<file path="config.mk">
export PLATFORM = sky130hd
export DESIGN_NAME = rv32i_apb_bridge
export DESIGN_NICKNAME = d
export VERILOG_FILES = /design/src/rtl/rv32i_apb_bridge.sv
export SDC_FILE = /design/constraint.sdc
export NUM_CORES = 1
export LEC_CHECK = 0
export CAP_MARGIN = 10
export CORE_ASPECT_RATIO = 0.7
export CORE_MARGIN = 10
export CORE_UTILIZATION = 43
export CTS_BUF_LIST = sky130_fd_sc_hd__clkbuf_2 sky130_fd_sc_hd__clkbuf_4 sky130_fd_sc_hd__clkbuf_8
export DETAILED_ROUTE_END_ITERATION = 7
export GPL_TIMING_DRIVEN = 1
export PLACE_DENSITY = 0.95
export SYNTH_ARGS = -nofsm -noshare
export SYNTH_HDL_FRONTEND = slang
export SYNTH_SLANG_ARGS = --single-unit
</file>
<file path="constraint.sdc">
create_clock -name clk -period 3.7 [get_ports clk]
set_input_delay 0.37 -clock clk [delete_from_list [all_inputs] [get_ports clk]]
set_output_delay 0.37 -clock clk [all_outputs]
set_load 0.005 [all_outputs]
</file>
<file path="src/rtl/rv32i_apb_bridge.sv">
// rtl/rv32i_apb_bridge.sv - RV32I data port to APB3 bridge with wait states, strobes, load extension and errors
// Optional macro APB_TIMEOUT_EN aborts ACCESS phases that last TIMEOUT_CYCLES without PREADY.
module rv32i_apb_bridge #(
    parameter int         NUM_SLAVES     = 4,
    parameter logic [3:0] REGION         = 4'h1,
    parameter int         TIMEOUT_CYCLES = 255
) (
    input  logic                     clk,
    input  logic                     reset,
    input  logic                     d_req,
    input  logic                     d_wr_en,
    input  logic [31:0]              dAddr,
    input  logic [31:0]              dWdata,
    input  logic [2:0]               extend_controls,
    output logic [31:0]              dRdata,
    output logic                     d_ready,
    output logic                     d_err,
    output logic [31:0]              PADDR,
    output logic [31:0]              PWDATA,
    output logic                     PWRITE,
    output logic [3:0]               PSTRB,
    output logic [NUM_SLAVES-1:0]    PSEL,
    output logic                     PENABLE,
    input  logic [NUM_SLAVES*32-1:0] PRDATA,
    input  logic [NUM_SLAVES-1:0]    PREADY,
    input  logic [NUM_SLAVES-1:0]    PSLVERR
);
    localparam logic [1:0] S_IDLE   = 2'd0;
    localparam logic [1:0] S_SETUP  = 2'd1;
    localparam logic [1:0] S_ACCESS = 2'd2;
    localparam logic [1:0] S_RESP   = 2'd3;

    if (NUM_SLAVES < 1 || NUM_SLAVES > 16 || TIMEOUT_CYCLES < 1 || TIMEOUT_CYCLES > 65535) begin : g_bad_params
        $error("rv32i_apb_bridge: parameter out of range");
    end

    logic [1:0]            state;
    logic [3:0]            slot_q;
    logic [2:0]            funct3_q;
    logic [1:0]            lane_q;
    logic                  hit;
    logic                  bad_align;
    logic                  bad_f3;
    logic [3:0]            strb_n;
    logic [31:0]           wdata_n;
    logic [NUM_SLAVES-1:0] slot_dec;
    logic [31:0]           sel_rdata;
    logic                  sel_ready;
    logic                  sel_err;
    logic [7:0]            rd_byte;
    logic [15:0]           rd_half;
    logic [31:0]           load_ext;
    logic                  timeout;

    always_comb begin
        hit    = (dAddr[31:28] == REGION) && ({28'd0, dAddr[15:12]} < NUM_SLAVES);
        bad_f3 = (extend_controls == 3'b011) || (extend_controls[2:1] == 2'b11);
        case (extend_controls[1:0])
            2'b01:   bad_align = dAddr[0];
            2'b10:   bad_align = |dAddr[1:0];
            default: bad_align = 1'b0;
        endcase
        // Narrow stores replicate the data on every lane; the strobes pick the live bytes.
        case (extend_controls[1:0])
            2'b00: begin
                strb_n  = 4'b0001 << dAddr[1:0];
                wdata_n = {4{dWdata[7:0]}};
            end
            2'b01: begin
                strb_n  = 4'b0011 << {dAddr[1], 1'b0};
                wdata_n = {2{dWdata[15:0]}};
            end
            default: begin
                strb_n  = 4'b1111;
                wdata_n = dWdata;
            end
        endcase
        if (!d_wr_en) begin
            strb_n = 4'b0000;
        end
    end

    always_comb begin
        slot_dec  = '0;
        sel_rdata = '0;
        sel_ready = 1'b0;
        sel_err   = 1'b0;
        for (int i = 0; i < NUM_SLAVES; i++) begin
            slot_dec[i] = (slot_q == 4'(i));
            if (slot_dec[i]) begin
                sel_rdata = PRDATA[32*i +: 32];
                sel_ready = PREADY[i];
                sel_err   = PSLVERR[i];
            end
        end
    end

    always_comb begin
        rd_byte = sel_rdata[8*lane_q +: 8];
        rd_half = sel_rdata[16*lane_q[1] +: 16];
        case (funct3_q)
            3'b000:  load_ext = {{24{rd_byte[7]}}, rd_byte};
            3'b100:  load_ext = {24'd0, rd_byte};
            3'b001:  load_ext = {{16{rd_half[15]}}, rd_half};
            3'b101:  load_ext = {16'd0, rd_half};
            default: load_ext = sel_rdata;
        endcase
    end

`ifdef APB_TIMEOUT_EN
    logic [15:0] acc_cnt;

    always_ff @(posedge clk) begin
        if (reset || state != S_ACCESS) begin
            acc_cnt <= '0;
        end else begin
            acc_cnt <= acc_cnt + 16'd1;
        end
    end

    assign timeout = (acc_cnt == 16'(TIMEOUT_CYCLES - 1)) && !sel_ready;
`else
    assign timeout = 1'b0;
`endif

    always_ff @(posedge clk) begin
        if (reset) begin
            state    <= S_IDLE;
            slot_q   <= '0;
            funct3_q <= '0;
            lane_q   <= '0;
            PADDR    <= '0;
            PWDATA   <= '0;
            PSTRB    <= '0;
            PWRITE   <= 1'b0;
            dRdata   <= '0;
            d_err    <= 1'b0;
        end else begin
            case (state)
                S_IDLE: begin
                    if (d_req) begin
                        if (!hit || bad_align || bad_f3) begin
                            state  <= S_RESP;
                            d_err  <= 1'b1;
                            dRdata <= '0;
                        end else begin
                            state    <= S_SETUP;
                            slot_q   <= dAddr[15:12];
                            funct3_q <= extend_controls;
                            lane_q   <= dAddr[1:0];
                            PADDR    <= {dAddr[31:2], 2'b00};
                            PWDATA   <= wdata_n;
                            PSTRB    <= strb_n;
                            PWRITE   <= d_wr_en;
                        end
                    end
                end
                S_SETUP: state <= S_ACCESS;
                S_ACCESS: begin
                    if (sel_ready) begin
                        state  <= S_RESP;
                        d_err  <= sel_err;
                        dRdata <= (sel_err || PWRITE) ? 32'd0 : load_ext;
                    end else if (timeout) begin
                        state  <= S_RESP;
                        d_err  <= 1'b1;
                        dRdata <= '0;
                    end
                end
                default: state <= S_IDLE;
            endcase
        end
    end

    assign PSEL    = (state == S_SETUP || state == S_ACCESS) ? slot_dec : '0;
    assign PENABLE = (state == S_ACCESS);
    assign d_ready = (state == S_RESP);
endmodule

</file>
==> impl_metrics.json, run 1 <==
{
  "portBuffers": 312,
  "rsz0062_at_grt": "false",
  "clock_latency_ns": 0.38,
  "drc": 0,
  "p_total_mw": 2.82,
  "ys.flop_type": "dfxtp_1",
  "arrival_ns": 3.12,
  "place_area_um2": 8850,
  "die_y_um": 116,
  "grt_max_degree": 73,
  "grt_usage_pct": 26.3,
  "ctsResizeCount": 0,
  "die_width_um": 157,
  "hold_start": "PWDATA[0]",
  "finClkSkew_ns": 0.0100,
  "antenna_found_initial": 0,
  "num_vias": 6257,
  "hold_class": "flop to flop",
  "reg2reg_from": "slot_q[0]",
  "gp_congestion": 0.965,
  "die_area_um2": 18100,
  "grt_pass1_wl_mm": 37.4,
  "cts.clk_slew.worst_paths_ns": 0.11,
  "ant_nets": 0,
  "setup_viol": 0,
  "rows": 34,
  "maxSlewHeadroom_pct": 35.7,
  "finalWirelength_mm": 24.8,
  "ir_drop_v": 0.000264,
  "cts_buffers": 9,
  "p_leak_nw": 3.12,
  "cts_num_sinks": 107,
  "min_period_ns": 2.88,
  "cts_buffer_depth": 2,
  "p_switching_mw": 0.810,
  "dp_hpwl_mm": 20.1,
  "core_area_um2": 12600,
  "cts_hold_buffers": 0,
  "grt_pass1_vias": 6445,
  "cts_setup_buffers": 0,
  "ys_ff_latch": 107,
  "timing.hold.ws_ns": 0.461,
  "postSynthCellCount": 638,
  "hold_viol_final": 0,
  "intPower_mw": 2.01,
  "drv_cap": 0,
  "synth_area_um2": 5630,
  "synth-seq-area-share_pct": 38.0,
  "final_cell_mix": "clkdlybuf4s50_1 (311), nand2_1 (131), dfxtp_1 (105)",
  "cts_root_buf": "clkbuf_8",
  "combPwrFrac_pct": 27.1,
  "worstPathMaxFanout": 37,
  "synthArstFlopShare_pct": 0,
  "dr.pass1.iters": 5,
  "initial_core_util_pct": 44.6,
  "drive_above_1_share_pct": 8.11,
  "syn_avg_cell_area_um2": 8.83,
  "switching_share_pct": 28.7,
  "critPathLaunchType": "primary input",
  "tns_ns": 0,
  "drt_iter0_markers": 757,
  "diodes": 0,
  "ys_warn_count": 0,
  "crit_path_end_kind": "flop",
  "fin_crit_sh_pct": 77.8,
  "powerDensity_nw_per_um2": 310,
  "clkPwrFrac_pct": 29.4,
  "tritoncts": "yes",
  "slew_viol_final": 0,
  "final_common_cell": "clkdlybuf4s50_1",
  "status": "completed",
  "seq_power_share_pct": 43.5,
  "ys_types": 48,
  "htreeDepth": 3,
  "avgRoutedWirePerCell_um": 22.8,
  "ios": 315,
  "final_core_util_pct": 72.0,
  "critPathKind": "primary input to flop",
  "syn_to_final_growth_pct": 61.6,
  "crit_start": "dAddr[14]",
  "gr-total-overflow": 0,
  "post_drt_via_cell_ratio": 5.76,
  "stdcell_area_um2": 9100,
  "nets": 1134,
  "required_ns": 3.94,
  "max_freq_ghz": 0.347,
  "synth_edf_count": 0,
  "tightest_slew_ns": 0.964
}
## critical path, stage by stage
cell and delay, ns:
clkdlybuf4s50_1 0.42, or4b_1 0.60, or3_1 0.39, or4_2 0.82, buf_12 0.25, a211oi_1 0.20, nor3_1 0.06
## state kept, by name, indices dropped and copies added (netlist names)
signal    count
dRdata       32
state         2
PWDATA       32
PSTRB         4
funct3_q      3
slot_q        3
PADDR        27
lane_q        2
d_err         1
PWRITE        1
## cell usage after synthesis (all sizes together), types with 3 or more instances
cell type | instances | area [um^2]
nand3 | 10 | 50.1
mux2 | 4 | 45.0
buf | 22 | 130
mux2i | 24 | 240
a21oi | 56 | 284
dfxtp | 107 | 2140
a211oi | 24 | 180
o21a | 7 | 52.6
o211ai | 8 | 60.1
a22o | 9 | 78.8
nor2 | 35 | 131
o22a | 3 | 26.3
a32o | 32 | 320
a31oi | 7 | 43.8
o21ai | 7 | 35.0
or3 | 4 | 25.0
clkbuf | 38 | 143
a22oi | 5 | 37.5
nand2 | 131 | 492
ha | 7 | 87.6
a32oi | 4 | 35.0
o22ai | 7 | 43.8
nor2b | 5 | 31.3
o221ai | 5 | 43.8
and2 | 5 | 31.3
mux4 | 25 | 563
inv | 15 | 56.3
nor3 | 14 | 70.1
## layer usage
layer / vias up / track usage, % / share of wire [%] / routed length, um
met4: 0 / 4.01 / 1.0 / 257
met3: 35 / 10.8 / 12 / 3030
met1: 2944 / 32.6 / 39 / 9660
li1: 2910 / - / - / -
met2: 368 / 43.0 / 48 / 11800
met5: - / 0 / 0 / 0
## power groups by stage
stage                     Clock, mW  Combinational (mW)  Sequential, mW
after global routing          0.882               0.827            1.23
after CTS                     0.842               0.754            1.23
after global placement            0               0.736            1.25
final                         0.830               0.766            1.23
after detailed placement          0               0.750            1.25
after floorplan                   0               0.321            1.25
## kinds of logic (layout without fill, tap and decap cells)
logic type / Yosys count / in the layout / synth area share, %
AOI/OAI and AO/OA: 181 / 181 / 23.1
adders and majority gates: 7 / 7 / 1.56
buffers and inverters: 75 / 361 / 5.84
DFF: 107 / 107 / 38.0
muxes: 53 / 53 / 15.1
other: 1 / 2 / 0.0666
and+or+nand+nor: 214 / 214 / 16.4
## final cells by class
type / count / area, um^2
clock buffer: 9 / 124
clock inverter: 7 / 106
fill: 936 / 3530
inverter: 15 / 56.3
multi-input combinational: 457 / 3190
sequential: 107 / 2140
tap: 162 / 203
timing repair buffer: 330 / 3280
## worst paths after layout
| check | endpoint | slack, ns | cells past startpoint |
|---|---|---|---|
| max | PWDATA[31] | 0.82 | 7 |
| min | PWDATA[0] | 0.46 | 2 |
| max reg2reg | dRdata[20] | 0.93 | 7 |
| min reg2reg | PWDATA[0] | 0.46 | 2 |
## per-stage QoR
stage / instances / worst slack (ns)
final: 1087 / 0.820
after global routing: 1087 / 0.653
after CTS: 1086 / 0.702
after detailed placement: 1070 / 0.305
after global placement: 1070 / 0.390
after floorplan: 639 / 1.31
(Power assumes the default switching activity.)
==> run 2, diff against run 1 <==
Settings changed: CORE_UTILIZATION 43 to 40, PLACE_DENSITY 0.95 to 0.92.
Clock period 3.7 ns to 2.8 ns, I/O delays scaled along.
==> run 2 against run 1 <==
Net effect: power up 25%; worst hold slack got worse by 0.090 ns; final area grew 0.80%; wire length down 2.4%.
==> impl_metrics.json, run 2 (synthesized netlist as in run 1, its figures left out) <==
{
  "final_cell_mix": "clkdlybuf4s50_1 (311), nand2_1 (131), dfxtp_1 (105)",
  "die_width_um": 162,
  "drc": 0,
  "ir_drop_v": 0.000229,
  "switching_share_pct": 29.6,
  "p_leak_nw": 3.13,
  "cts_num_sinks": 107,
  "rows": 36,
  "stdcell_count": 1122,
  "num_vias": 6306,
  "tritoncts": "yes",
  "final_common_cell": "clkdlybuf4s50_1",
  "cpPeakStageDelay_ns": 0.50,
  "slew_viol_final": 0,
  "dr.pass1.iters": 5,
  "diodes": 0,
  "maxSlewHeadroom_pct": 38.1,
  "combPwrFrac_pct": 29.0,
  "syn_to_final_growth_pct": 62.9,
  "hold_class": "primary input to flop",
  "dp_hpwl_mm": 19.8,
  "cts.clk_slew.worst_paths_ns": 0.11,
  "htreeDepth": 3,
  "max_freq_ghz": 0.396,
  "cts_buffers": 9,
  "portBuffers": 312,
  "final_core_util_pct": 66.1,
  "cts_setup_buffers": 0,
  "finalWirelength_mm": 24.1,
  "gr-total-overflow": 0,
  "gp_congestion": 1.00,
  "min_period_ns": 2.53,
  "path_cells": "clkdlybuf4s50_1 -> ha_1 -> mux2_2 -> or4_4 -> buf_4 -> nor4_4 -> buf_12 -> nor2_1 -> a211oi_1",
  "p_switching_mw": 1.05,
  "grt_pass1_wl_mm": 36.2,
  "hold_viol_final": 0,
  "crit_path_end_kind": "flop",
  "powerDensity_nw_per_um2": 385,
  "status": "completed",
  "ios": 315,
  "required_ns": 3.06,
  "cts_root_buf": "clkbuf_8",
  "post-place-ws_ns": -0.107,
  "n_fill_cell": 1137,
  "core_area_um2": 13900,
  "ant_nets": 0,
  "worstPathMaxFanout": 41,
  "die_y_um": 119,
  "die_area_um2": 19300,
  "worst_slack_ns": 0.272,
  "grt_usage_pct": 23.7,
  "clkPwrFrac_pct": 25.1,
  "tightest_slew_ns": 0.914,
  "ctsResizeCount": 0,
  "rsz0062_at_grt": "false",
  "reg2reg_slack_ns": 0.35,
  "m1WireLength_mm": 9.68,
  "drt_iter0_markers": 572,
  "clock_latency_ns": 0.36,
  "post_drt_via_cell_ratio": 5.62,
  "critPathKind": "primary input to flop",
  "cts_buffer_depth": 2,
  "arrival_ns": 2.79,
  "crit_path_top_delay_cell": "or4_4",
  "finClkSkew_ns": 0.00956,
  "nets": 1142,
  "wl_met3_mm": 2.72,
  "dr_wl_met2_mm": 11.2,
  "initial_core_util_pct": 40.6,
  "grt_max_degree": 48,
  "grt_pass1_vias": 6277,
  "antenna_found_initial": 0,
  "fin_crit_sh_pct": 90.3,
  "seq_power_share_pct": 45.9,
  "critPathLaunchType": "primary input",
  "drive_above_1_share_pct": 8.80,
  "top_layer_used": "met4",
  "intPower_mw": 2.49,
  "cp_num_buf_inv": 3,
  "reg_top3": "PWDATA (32), dRdata (32), PADDR (27)",
  "setup_viol": 0,
  "drv_cap": 0,
  "crit_family": "buffers and inverters",
  "cts_hold_buffers": 0,
  "place_inst": 1107,
  "avgRoutedWirePerCell_um": 21.5
}
## run 2: cell type report
class                   count  area, um^2  share of cell area [%]
repair buffers            338        3380                    36.8
multi-input cells         457        3190                    34.7
well taps                 190         238                    2.59
flip-flops and latches    107        2140                    23.4
clock buffers               9         124                    1.35
inverters                  15        56.3                   0.614
clock inverters             6        51.3                   0.559
## run 2: metrics by stage
step	hold slack, ns	total power [mW]	setup TNS [ns]	area (um^2)
after floorplan	0.420	2.07	0	5640
after global routing	0.381	3.70	0	9180
after CTS	0.346	3.56	0	9180
final	0.370	3.54	0	9180
after global placement	0.436	2.65	-0.525	9000
after detailed placement	0.444	2.67	-2.84	9000
## run 2: layer usage
layer,track usage (%),vias up
met1,28.9,2939
met3,9.19,56
met5,0,-
met4,6.24,0
met2,38.3,383
li1,-,2928
## run 2: path summary, 6_finish.rpt
path	from	end	cells past startpoint
worst max-delay path	extend_controls[1]	PWDATA[11]	9
worst max register to register	slot_q[2]	dRdata[10]	5
worst min register to register	PADDR[9]	PADDR[9]	2
worst min-delay path	reset	PADDR[24]	2
## run 2: power groups by stage
stage	sequential (mW)	combinational, mW	clock, mW
after floorplan	1.65	0.424	0
after global placement	1.65	0.991	0
after detailed placement	1.66	1.02	0
after CTS	1.62	1.02	0.915
after global routing	1.63	1.10	0.976
final	1.62	1.03	0.886
